===== src/rtl/sync_fifo_pkg.sv =====
// sync_fifo_flex shared definitions
// default geometry and pointer-width helper
package sync_fifo_pkg;

  localparam int DEF_WIDTH = 8;
  localparam int DEF_DEPTH = 16;

  function automatic int ptr_w(input int depth);
    return $clog2(depth) + 1;
  endfunction

endpackage


===== src/rtl/sync_fifo_ram.sv =====
// sync_fifo_flex storage array
// 1W/1R, synchronous write, asynchronous read, no reset
module sync_fifo_ram
  import sync_fifo_pkg::*;
#(
  parameter int WIDTH = DEF_WIDTH,
  parameter int DEPTH = DEF_DEPTH,
  localparam int AW = $clog2(DEPTH)
)(
  input  logic             clk,
  input  logic             we,
  input  logic [AW-1:0]    waddr,
  input  logic [WIDTH-1:0] wdata,
  input  logic [AW-1:0]    raddr,
  output logic [WIDTH-1:0] rdata
);

  logic [WIDTH-1:0] mem [DEPTH];

  // store write data; contents survive reset
  always_ff @(posedge clk) begin
    if (we) mem[waddr] <= wdata;
  end

  assign rdata = mem[raddr];

endmodule


===== src/rtl/sync_fifo_flex.sv =====
// sync_fifo_flex top: pointers, flags, read port
// standard or first-word-fall-through read mode
module sync_fifo_flex
  import sync_fifo_pkg::*;
#(
  parameter int WIDTH     = DEF_WIDTH,
  parameter int DEPTH     = DEF_DEPTH,
  parameter int AF_THRESH = DEPTH - 2,
  parameter int AE_THRESH = 2,
  parameter int FWFT      = 0
)(
  input  logic                      clk,
  input  logic                      rst,
  input  logic [WIDTH-1:0]          din,
  input  logic                      wr_en,
  input  logic                      rd_en,
  output logic [WIDTH-1:0]          dout,
  output logic                      full,
  output logic                      empty,
  output logic                      almost_full,
  output logic                      almost_empty,
  output logic [ptr_w(DEPTH)-1:0]   count,
  output logic                      overflow,
  output logic                      underflow
);

  localparam int PW = ptr_w(DEPTH);
  localparam int AW = PW - 1;
  localparam logic [PW-1:0] ONE = PW'(1);
  localparam logic [PW-1:0] DEP = PW'(DEPTH);
  localparam logic [PW-1:0] AF  = PW'(AF_THRESH);
  localparam logic [PW-1:0] AE  = PW'(AE_THRESH);

  if (WIDTH < 1) begin : g_bad_width
    $error("sync_fifo_flex: WIDTH must be >= 1");
  end
  if (DEPTH < 2 || (DEPTH & (DEPTH - 1)) != 0) begin : g_bad_depth
    $error("sync_fifo_flex: DEPTH must be a power of two >= 2");
  end
  if (!(AE_THRESH < AF_THRESH && AF_THRESH <= DEPTH)) begin : g_bad_thr
    $error("sync_fifo_flex: need AE_THRESH < AF_THRESH <= DEPTH");
  end

  logic [PW-1:0]    wr_ptr;
  logic [PW-1:0]    rd_ptr;
  logic [WIDTH-1:0] rdata;
  logic             wr_ok;
  logic             rd_ok;

  assign count        = wr_ptr - rd_ptr;
  assign full         = (count == DEP);
  assign empty        = (count == '0);
  assign almost_full  = (count >= AF);
  assign almost_empty = (count <= AE);

  assign wr_ok = wr_en && !full;
  assign rd_ok = rd_en && !empty;

  // advance pointers on accepted operations
  always_ff @(posedge clk or posedge rst) begin
    if (rst) begin
      wr_ptr <= '0;
      rd_ptr <= '0;
    end else begin
      if (wr_ok) wr_ptr <= wr_ptr + ONE;
      if (rd_ok) rd_ptr <= rd_ptr + ONE;
    end
  end

  // flag rejected requests for one cycle
  always_ff @(posedge clk or posedge rst) begin
    if (rst) begin
      overflow  <= 1'b0;
      underflow <= 1'b0;
    end else begin
      overflow  <= wr_en && full;
      underflow <= rd_en && empty;
    end
  end

  sync_fifo_ram #(
    .WIDTH (WIDTH),
    .DEPTH (DEPTH)
  ) u_ram (
    .clk   (clk),
    .we    (wr_ok),
    .waddr (wr_ptr[AW-1:0]),
    .wdata (din),
    .raddr (rd_ptr[AW-1:0]),
    .rdata (rdata)
  );

  if (FWFT != 0) begin : g_fwft
    assign dout = empty ? '0 : rdata;
  end else begin : g_std
    logic [WIDTH-1:0] dout_q;

    // capture head word on the edge that pops it
    always_ff @(posedge clk or posedge rst) begin
      if (rst)        dout_q <= '0;
      else if (rd_ok) dout_q <= rdata;
    end

    assign dout = dout_q;
  end

endmodule


===== config.mk =====
export PLATFORM = sky130hd
export DESIGN_NAME = sync_fifo_flex
export DESIGN_NICKNAME = d
export VERILOG_FILES = /design/src/rtl/sync_fifo_pkg.sv /design/src/rtl/sync_fifo_ram.sv /design/src/rtl/sync_fifo_flex.sv
export SDC_FILE = /design/constraint.sdc
export NUM_CORES = 1
export LEC_CHECK = 0
export ABC_AREA = 1
export ABC_CLOCK_PERIOD_IN_PS = 6700
export CAP_MARGIN = 20
export CORE_MARGIN = 3
export CORE_UTILIZATION = 37
export CTS_CLUSTER_SIZE = 28
export DETAILED_ROUTE_END_ITERATION = 16
export SLEW_MARGIN = 10
export SYNTH_ARGS = -nofsm -noshare
export SYNTH_HDL_FRONTEND = slang
export SYNTH_HIERARCHICAL = 1
export SYNTH_SLANG_ARGS = --single-unit
export TNS_END_PERCENT = 50

===== constraint.sdc =====
create_clock -name clk -period 6.7 [get_ports clk]
set_input_delay 0.67 -clock clk [delete_from_list [all_inputs] [get_ports clk]]
set_output_delay 0.67 -clock clk [all_outputs]
set_load 0.01 [all_outputs]

Word-level counts from Yosys, hierarchy flattened

Memories as Yosys holds them, arrays and structs flattened. A register that Yosys moved wholly into a read port is not among the register bits.
Cells that the tools add are included.

Output and inout port bits: 19
Input bits: 12
Word-level logic and storage cells: 20
Bits in writable memories: 128
Memories: 1
Bits in registers: 12

Memory list:

| memory    | depth | width | read ports | clocked after memory_dff | write ports | line                | text |
|---|---|---|---|---|---|---|---|
| u_ram.mem | 16    | 8     | 1          | 1                        | 1           | sync_fifo_ram.sv:18 | `logic [WIDTH-1:0] mem [DEPTH];` |

$add $sub $neg: 3
Equality and inequality tests: 1
Muxes and demuxes: 2
Magnitude comparators: 2
Reduce and logical (&&, ||, !) cells: 7

Operators with widths:

| cell                                                                                 | number |
|---|---|
| 5-bit by 1-bit adder with 5-bit output (second input constant)                       | 2 |
| 5-bit equality test (second input constant)                                          | 1 |
| 5-bit by 4-bit greater-or-equal comparator with 1-bit output (second input constant) | 1 |
| 5-bit by 2-bit less-or-equal comparator with 1-bit output (second input constant)    | 1 |
| 5-bit logical NOT                                                                    | 1 |
| 5-bit subtractor                                                                     | 1 |
| 1-bit logical AND                                                                    | 4 |
| 1-bit logical NOT                                                                    | 2 |
| 1-bit two-way mux                                                                    | 2 |

Depth between registers and ports, before layout

Gate-level depths: netlist of run 1.

Word-level depth: 6
Depth in mapped cells: 14

Modules after synthesis

Netlist of run 1, hierarchy kept.

By module, submodules not included:

| module         | instances | sequential area each (um^2) | cells each | area each (um^2) |
|---|---|---|---|---|
| sync_fifo_ram  | 1         | 3843.7                      | 543        | 5606.6 |
| sync_fifo_flex | 1         | 500.5                       | 144        | 1191.1 |

Worst setup path after synthesis of run 1

No wires, ideal clock.

Kind: flip-flop to flip-flop
Start point: register wr_ptr[0]
End point: memory u_ram/mem[12][0] in the netlist's numbering, enable pin
Data arrival time: 2274 ps
Setup time: 370 ps
Data required time: 6330 ps
Period minus slack after synthesis: 2644 ps
Setup slack: 4056 ps
Buffers on the path: 0
Cell stages (with the launch flop): 13
Path through: dfrtp_1 inv_1 ha_1 inv_1 fa_1 inv_1 nand2_1 nor2_4 nand3_4 nand2_2 inv_1 nand3_1 nor2_1

Cells in the longest elaborated chain, start to end: 6

RTL lines:

| what                                    | line                 | text |
|---|---|---|
| start, declared                         | sync_fifo_flex.sv:44 | `logic [PW-1:0] wr_ptr;` |
| start signal, assigned                  | sync_fifo_flex.sv:65 | `if (wr_ok) wr_ptr <= wr_ptr + ONE;` |
| 5-bit subtractor                        | sync_fifo_flex.sv:50 | `assign count = wr_ptr - rd_ptr;` |
| via count[1]                            | sync_fifo_flex.sv:22 | `output logic [ptr_w(DEPTH)-1:0] count,` |
| 5-bit equality test                     | sync_fifo_flex.sv:51 | `assign full = (count == DEP);` |
| 1-bit logical NOT                       | sync_fifo_flex.sv:56 | `assign wr_ok = wr_en && !full;` |
| 1-bit logical AND                       | sync_fifo_flex.sv:56 |  |
| via wr_ok                               | sync_fifo_flex.sv:47 | `logic wr_ok;` |
| 1-bit two-way mux                       | sync_fifo_ram.sv:22  | `if (we) mem[waddr] <= wdata;` |
| 1-bit two-way mux (implied by the code) | sync_fifo_ram.sv:22  |  |
| end, declared                           | sync_fifo_ram.sv:18  |  |

The timed path passes the listed nets, and every way through them passes these cells.

Final worst setup path of run 1

Start point: register rd_ptr[0]
End point: output port empty

Cells in the longest elaborated chain, start to end: 2

RTL lines:

| what                   | line                 | text |
|---|---|---|
| start, declared        | sync_fifo_flex.sv:45 | `logic [PW-1:0] rd_ptr;` |
| start signal, assigned | sync_fifo_flex.sv:66 | `if (rd_ok) rd_ptr <= rd_ptr + ONE;` |
| 5-bit subtractor       | sync_fifo_flex.sv:50 |  |
| 5-bit logical NOT      | sync_fifo_flex.sv:52 | `assign empty = (count == '0);` |
| end, declared          | sync_fifo_flex.sv:19 | `output logic empty,` |

No other way between the ends.

==> flow_summary_export.csv, run 1 <==
group,metric,value,unit
layout,fillers,1680,
power,p_sw_share,38.45,%
routing,drc_errors,0,
routing,wirelength,16380,um
hold_path,min_from,"dout[6]$_DFFE_PP0P_",
cts,cts_buffer_depth,2,
timing,worst_pin_slew,1.007,ns
hold_path,hp-class,"register to register",
synthesis,syn_nets,706,
synthesis,synth_area,6798,sq um
power,power.internal,2.223,mW
global_route,met1_usage,22.53,%
cts,postCtsHoldBufs,0,
cts,post_cts_resized,0,
synthesis,ys_ff_latch,148,
synthesis,synth_cell_types,26,
power,p_per_area,464.5,nW/um^2
floorplanning,start_util,38.50,%
timing,fin_skew,0.006774,ns
synthesis,yosys_warnings,6,
timing,slew_viol_final,0,
cts,tritoncts,"built",
worst_setup_path,critical_path_required,6.03,ns
routing,num_vias,4799,
floorplanning,rows,48,
layout,antennaDiodeCount,0,
global_route,gr-usage-all-layers,16.92,%
layout,drive_gt1_share,5.679,%
routing,dr.first_iter.drc_count,602,
timing,relSlewSlack,32.76,%
floorplanning,dieArea,20040,sq um
worst_setup_path,path_max_fanout,70,
hold_path,min_path_cells,2,
worst_setup_path,worstSetupStartpointType,"register",
worst_setup_path,crit_type,"register to output port",
hold_path,min_to,"dout[6]$_DFFE_PP0P_",
global_route,antenna_found_initial,0,
floorplanning,io_pins,31,
timing,rsz0062_at_grt,"no",
floorplanning,fp.dieW,141.5,um
global_route,grtUsageMet2,27.16,%
timing,max_freq,246.8,MHz
worst_setup_path,reg2reg_slack,3.05,ns
layout,final_core_util,44.03,%
cts,clkTransAtPathRegs,0.06,ns
routing,drt-pass1-iter-count,5,
synthesis,yosysSeqAreaShare,63.91,%
worst_setup_path,endpoint_kind,"output port",
timing,setup_viol,0,
worst_setup_path,r2r-start,"rd_ptr[0]$_DFFE_PP0P_",
timing,hold_viol,0,
global_route,overflow,0,
synthesis,synth_cells,687,
place,place_congestion,0.8597,
cts,cts-root-buf,"clkbuf_16",
power,power_switching,1.389,mW
job,maxCapViolations,0,
routing,avgViaCountPerCell,5.068,
cts,cts_setup_buffers,0,
routing,antenna_left,0,
global_route,grt_max_degree,71,
cts,htreeDepth,4,
global_route,grt_pass1_vias,4632,
global_route,use_met3,3.640,%
power,ir_drop,0.0002156,V
worst_setup_path,worstPathArrival,3.38,ns
layout,area_growth,14.38,%
floorplanning,core_area,17660,sq um
global_route,top_usage_layer,"met2",
worst_setup_path,rr_worst_depth,13,
cts,clk_latency,0.42,ns
timing,final.min_clock_period,4.051,ns
synthesis,avgSynthCellArea,9.895,sq um
global_route,grt_pass1_wl,25670,um
power,clockPowerShare,25.4,%
run_status,status,"finished, final reports clean",
worst_setup_path,reg2reg_to,"u_ram/mem[8][6]$_DFFE_PP_",
power,power_leakage,3.413,nW
place,hpwlAfterDp,10570,um
floorplanning,fp.dieH,141.5,um
cts,cts_num_sinks,148,
power,combPwrFrac,40.4,%
timing,period_share,60.47,%
cts,cts_buffers,17,
routing,wl_per_cell,17.30,um
power,pwr-share-seq,34.2,%
layout,final_nets,730,
timing,fin_tns_setup,0,ns
place,port_buffers,30,
-- cells by family (layout without fill, tap and decap cells) --
| group | after synthesis | in the layout | share of synthesized area (%) |
|---|---|---|---|
| AOI/OAI and AO/OA | 3 | 3 | 0.2576 |
| xor gates and xnor gates | 9 | 9 | 1.270 |
| adders and majority gates | 7 | 7 | 1.399 |
| buffers and inverters | 148 | 183 | 9.461 |
| DFF | 148 | 148 | 63.91 |
| and+or+nand+nor | 372 | 372 | 23.71 |
-- placed cells by master, fill, tap and decap left out, drive strengths merged --
cell type,netlist,layout
ha,6,6
bufinv,0,3
nand2,223,223
o31ai,1,1
fa,1,1
edfxtp,128,128
nand3b,2,2
buf,26,2
xnor2,5,5
o21ai,1,1
a21oi,1,1
clkdlybuf4s50,0,30
dfrtp,20,20
inv,121,121
nand3,125,125
clkinv,0,10
xor2,4,4
clkbuf,1,17
nor2,21,21
nor3,1,1
-- sequential cells by signal, indices dropped and copies added, names as in the netlist --
name / flops
underflow: 1
overflow: 1
wr_ptr: 5
u_ram/mem: 128
rd_ptr: 5
dout: 8
-- through the flow --
stage / hold WS (ns) / worst slack, ns / total power, mW / area (sq um) / std cells
after floorplan: 0.4825 / 4.056 / 2.231 / 6798 / 687
after global placement: 0.4607 / 3.207 / 2.656 / 7207 / 917
after detailed placement: 0.4694 / 3.067 / 2.699 / 7207 / 917
after CTS: 0.4882 / 2.626 / 3.623 / 7775 / 947
after global routing: 0.5094 / 2.427 / 3.836 / 7775 / 947
final: 0.4763 / 2.649 / 3.612 / 7775 / 947
-- final cells by class --
type | count | area [sq um] | share of cell area, %
Timing Repair Buffer | 32 | 315.3 | 4.055
Clock buffer | 17 | 425.4 | 5.472
Clock inverter | 13 | 142.6 | 1.835
Tap cell | 225 | 281.5 | 3.621
Multi-Input combinational cell | 391 | 1810 | 23.29
Inverter | 121 | 454.2 | 5.842
Sequential cell | 148 | 4345 | 55.89
-- synthesized netlist by cell type (all sizes together) --
| cell | n | share of area, % |
|---|---|---|
| nand3b | 2 | 0.22 |
| xnor2 | 5 | 0.75 |
| ha | 6 | 1.1 |
| o21ai | 1 | 0.074 |
| o31ai | 1 | 0.11 |
| a21oi | 1 | 0.074 |
| nand3 | 125 | 9.6 |
| xor2 | 4 | 0.52 |
| buf | 26 | 2.7 |
| edfxtp | 128 | 57 |
| fa | 1 | 0.29 |
| clkbuf | 1 | 0.055 |
| nand2 | 223 | 13 |
| nor2 | 21 | 1.3 |
| dfrtp | 20 | 7.4 |
| inv | 121 | 6.7 |
| nor3 | 1 | 0.074 |
-- power by group through the flow --
stage | sequential [mW] | clock [mW] | combinational, mW
after floorplan | 1.22 | 0 | 1.01
final | 1.24 | 0.916 | 1.46
after CTS | 1.24 | 0.931 | 1.46
after global routing | 1.25 | 0.979 | 1.61
after global placement | 1.25 | 0 | 1.41
after detailed placement | 1.25 | 0 | 1.45
-- how the worst max path moves through the flow --
| stage | start | end | cells past startpoint |
|---|---|---|---|
| after floorplan | wr_ptr[0]$_DFFE_PP0P_ | u_ram/mem[12][0]$_DFFE_PP_ | 12 |
| after global placement | rd_ptr[0]$_DFFE_PP0P_ | empty | 10 |
| after detailed placement | rd_ptr[0]$_DFFE_PP0P_ | u_ram/mem[10][1]$_DFFE_PP_ | 13 |
| after CTS | rd_ptr[0]$_DFFE_PP0P_ | empty | 10 |
| after global routing | rd_ptr[0]$_DFFE_PP0P_ | empty | 12 |
| final | rd_ptr[0]$_DFFE_PP0P_ | empty | 10 |
-- routing by layer --
| layer | up-vias | part of all wire (%) |
|---|---|---|
| li1 | 2246 | - |
| met1 | 2304 | 43 |
| met2 | 220 | 48 |
| met3 | 29 | 7.0 |
| met4 | 0 | 2.2 |
| met5 | - | 0 |
-- worst max-delay path, stage by stage, from the launching register on --
cell	delay [ns]
dfrtp_2	0.35
buf_4	0.54
ha_1	0.26
inv_1	0.07
fa_1	0.42
xnor2_2	0.24
inv_2	0.08
nor2_4	0.16
nand3_4	0.20
inv_1	0.10
clkdlybuf4s50_1	0.53
(Power assumes the default switching activity.)
==> run 2, diff against run 1 <==
--- a/config.mk
+++ b/config.mk
@@ -6,7 +6,7 @@
 export NUM_CORES = 1
 export LEC_CHECK = 0
 export ABC_AREA = 1
-export ABC_CLOCK_PERIOD_IN_PS = 6700
+export ABC_CLOCK_PERIOD_IN_PS = 3760
 export CAP_MARGIN = 20
 export CORE_MARGIN = 3
 export CORE_UTILIZATION = 37
==> constraint.sdc (replaced) <==
create_clock -name clk -period 3.76 [get_ports clk]
set_input_delay 0.376 -clock clk [delete_from_list [all_inputs] [get_ports clk]]
set_output_delay 0.376 -clock clk [all_outputs]
set_load 0.01 [all_outputs]
==> run 2 against run 1 <==
Net effect:
- count of clock-buffer cells in the layout unchanged
- non-clock buffer count increased by 8
- combinational power increased by 83%
- worst hold slack worse by 0.071 ns
- register-to-register slack worse by 2.4 ns
- via count down 2.8%
- clock power is 82% higher
- largest cell class unchanged
- largest power group unchanged
==> flow_summary_export.csv, run 2 (synthesis results as in run 1) <==
group,metric,value,unit
routing,wirelength,15620,um
timing,final.min_clock_period,3.291,ns
routing,antenna_left,0,
floorplanning,io_pins,31,
cts,cts_buffers,17,
place,place_ws,0.6352,ns
global_route,antenna_found_initial,0,
routing,drc_errors,0,
worst_setup_path,crit_top_cell,"inv_1",
worst_setup_path,crit_chain,"inv_1 > ha_1 > inv_1 > fa_1 > inv_1 > nand2_1 > nor2_4 > nand3_4 > inv_1 > clkdlybuf4s50_1",
timing,worst_pin_slew,1.081,ns
place,place_congestion,0.8865,
floorplanning,core_area,17660,sq um
worst_setup_path,worstPathArrival,2.91,ns
power,power,6.486,mW
worst_setup_path,endpoint_kind,"output port",
routing,num_vias,4666,
routing,avgViaCountPerCell,4.876,
layout,final_nets,738,
layout,drive_gt1_share,7.377,%
power,ir_drop,0.0004761,V
floorplanning,rows,48,
power,power_leakage,3.452,nW
routing,wl_per_cell,16.33,um
worst_setup_path,crit_type,"register to output port",
layout,antennaDiodeCount,0,
worst_setup_path,critical_path_required,3.38,ns
place,dpl_cell_area,7267,sq um
place,port_buffers,30,
worst_setup_path,reg2reg_to,"u_ram/mem[4][6]$_DFFE_PP_",
layout,layout_commonest_cell,"nand2_1",
cts,htreeDepth,4,
worst_setup_path,reg2reg_slack,0.66,ns
run_status,status,"finished, final reports clean",
global_route,grt_pass1_wl,24850,um
floorplanning,start_util,38.50,%
worst_setup_path,worstSetupStartpointType,"register",
global_route,gr-usage-all-layers,16.33,%
cts,cts_buffer_depth,2,
timing,relSlewSlack,27.81,%
power,p_per_area,825.4,nW/um^2
layout,largest_reg_flops,128,
worst_setup_path,path_max_fanout,16,
layout,final_core_util,44.50,%
timing,setup_viol,0,
cts,clk_latency,0.43,ns
layout,final_area,7858,sq um
cts,cts-root-buf,"clkbuf_16",
cts,cts_num_sinks,148,
layout,fillers,1660,
floorplanning,fp.dieW,141.5,um
worst_setup_path,r2r-start,"wr_ptr[0]$_DFFE_PP0P_",
worst_setup_path,critPathMaxStageDelay,0.54,ns
layout,area_growth,15.59,%
timing,fin_tns_setup,0,ns
global_route,overflow,0,
worst_setup_path,cp_slowest_cell,"clkdlybuf4s50_1",
hold_path,hp-class,"input port to async pin",
layout,layout_common_cells,"nand2_1, edfxtp_1, nand3_1",
cts,clkTransAtPathRegs,0.06,ns
routing,dr.first_iter.drc_count,398,
timing,hold_viol,0,
cts,postCtsHoldBufs,0,
timing,slew_viol_final,0,
cts,cts_setup_buffers,0,
global_route,grt_max_degree,70,
timing,fin_skew,0.01334,ns
global_route,grt_pass1_vias,4582,
routing,drt-pass1-iter-count,5,
cts,post_cts_resized,0,
floorplanning,fp.dieH,141.5,um
worst_setup_path,rr_worst_depth,13,
timing,setup_ws,0.4692,ns
timing,period_share,87.52,%
timing,rsz0062_at_grt,"no",
job,maxCapViolations,0,
floorplanning,dieArea,20040,sq um
cts,tritoncts,"built",
place,hpwlAfterDp,9997,um
timing,max_freq,303.9,MHz
layout,top_register,"u_ram/mem",
run 2: worst max-delay path by stage:
stage / cells after the start / end / slack, ns / start
global route: 10 / empty / 0.27 / wr_ptr[0]$_DFFE_PP0P_
detailed placement: 13 / u_ram/mem[4][4]$_DFFE_PP_ / 0.64 / wr_ptr[0]$_DFFE_PP0P_
floorplan: 12 / u_ram/mem[12][0]$_DFFE_PP_ / 1.12 / wr_ptr[0]$_DFFE_PP0P_
CTS: 10 / empty / 0.45 / wr_ptr[0]$_DFFE_PP0P_
global placement: 13 / u_ram/mem[4][7]$_DFFE_PP_ / 0.78 / wr_ptr[0]$_DFFE_PP0P_
finish: 10 / empty / 0.47 / wr_ptr[0]$_DFFE_PP0P_
run 2: per-stage QoR:
step	instances	hold WS [ns]
2_1_floorplan	687	0.3398
3_3_place_gp	925	0.4610
3_5_place_dp	925	0.4620
4_1_cts	957	0.4236
5_1_grt	957	0.4609
6_report	957	0.4058
run 2: worst max-delay path, delay by kind of cell (launching register included):
kind / cells / cell delay, ns
buffers and inverters: 5 / 0.92
adders and majority gates: 2 / 0.64
and+or+nand+nor: 3 / 0.47
DFF: 1 / 0.45
run 2: per-layer routing:
layer  vias up  track usage (%)  part of all wire [%]
li1       2267                -                     -
met3        24            2.797                   4.7
met5         -                0                     0
met4         0            6.566                   2.2
met2       129            27.88                    50
met1      2246            20.66                    43
run 2: area by class of cell:
| cell class | count | area (sq um) | share of cell area [%] |
|---|---|---|---|
| inverters | 121 | 454.2 | 5.780 |
| repair buffers | 40 | 375.4 | 4.777 |
| multi-input cells | 391 | 1810 | 23.04 |
| clock buffers | 17 | 425.4 | 5.414 |
| clock inverters | 15 | 165.2 | 2.102 |
| well taps | 225 | 281.5 | 3.583 |
| flip-flops and latches | 148 | 4345 | 55.30 |
run 2: power breakdown:
part / internal, mW / leakage, nW / total [mW] / switching, mW
registers: 2.02 / 1.41 / 2.14 / 0.122
logic: 0.948 / 1.77 / 2.67 / 1.72
clock network: 1.03 / 0.278 / 1.67 / 0.638
==> run 3, diff against run 2 <==
--- a/config.mk
+++ b/config.mk
@@ -7,7 +7,7 @@
 export LEC_CHECK = 0
 export ABC_AREA = 1
 export ABC_CLOCK_PERIOD_IN_PS = 3760
-export CAP_MARGIN = 20
+export CAP_MARGIN = 10
 export CORE_MARGIN = 3
 export CORE_UTILIZATION = 37
 export CTS_CLUSTER_SIZE = 28
==> results of run 3 <==
No change in the layout: final DEF, timing and power equal those of run 2.
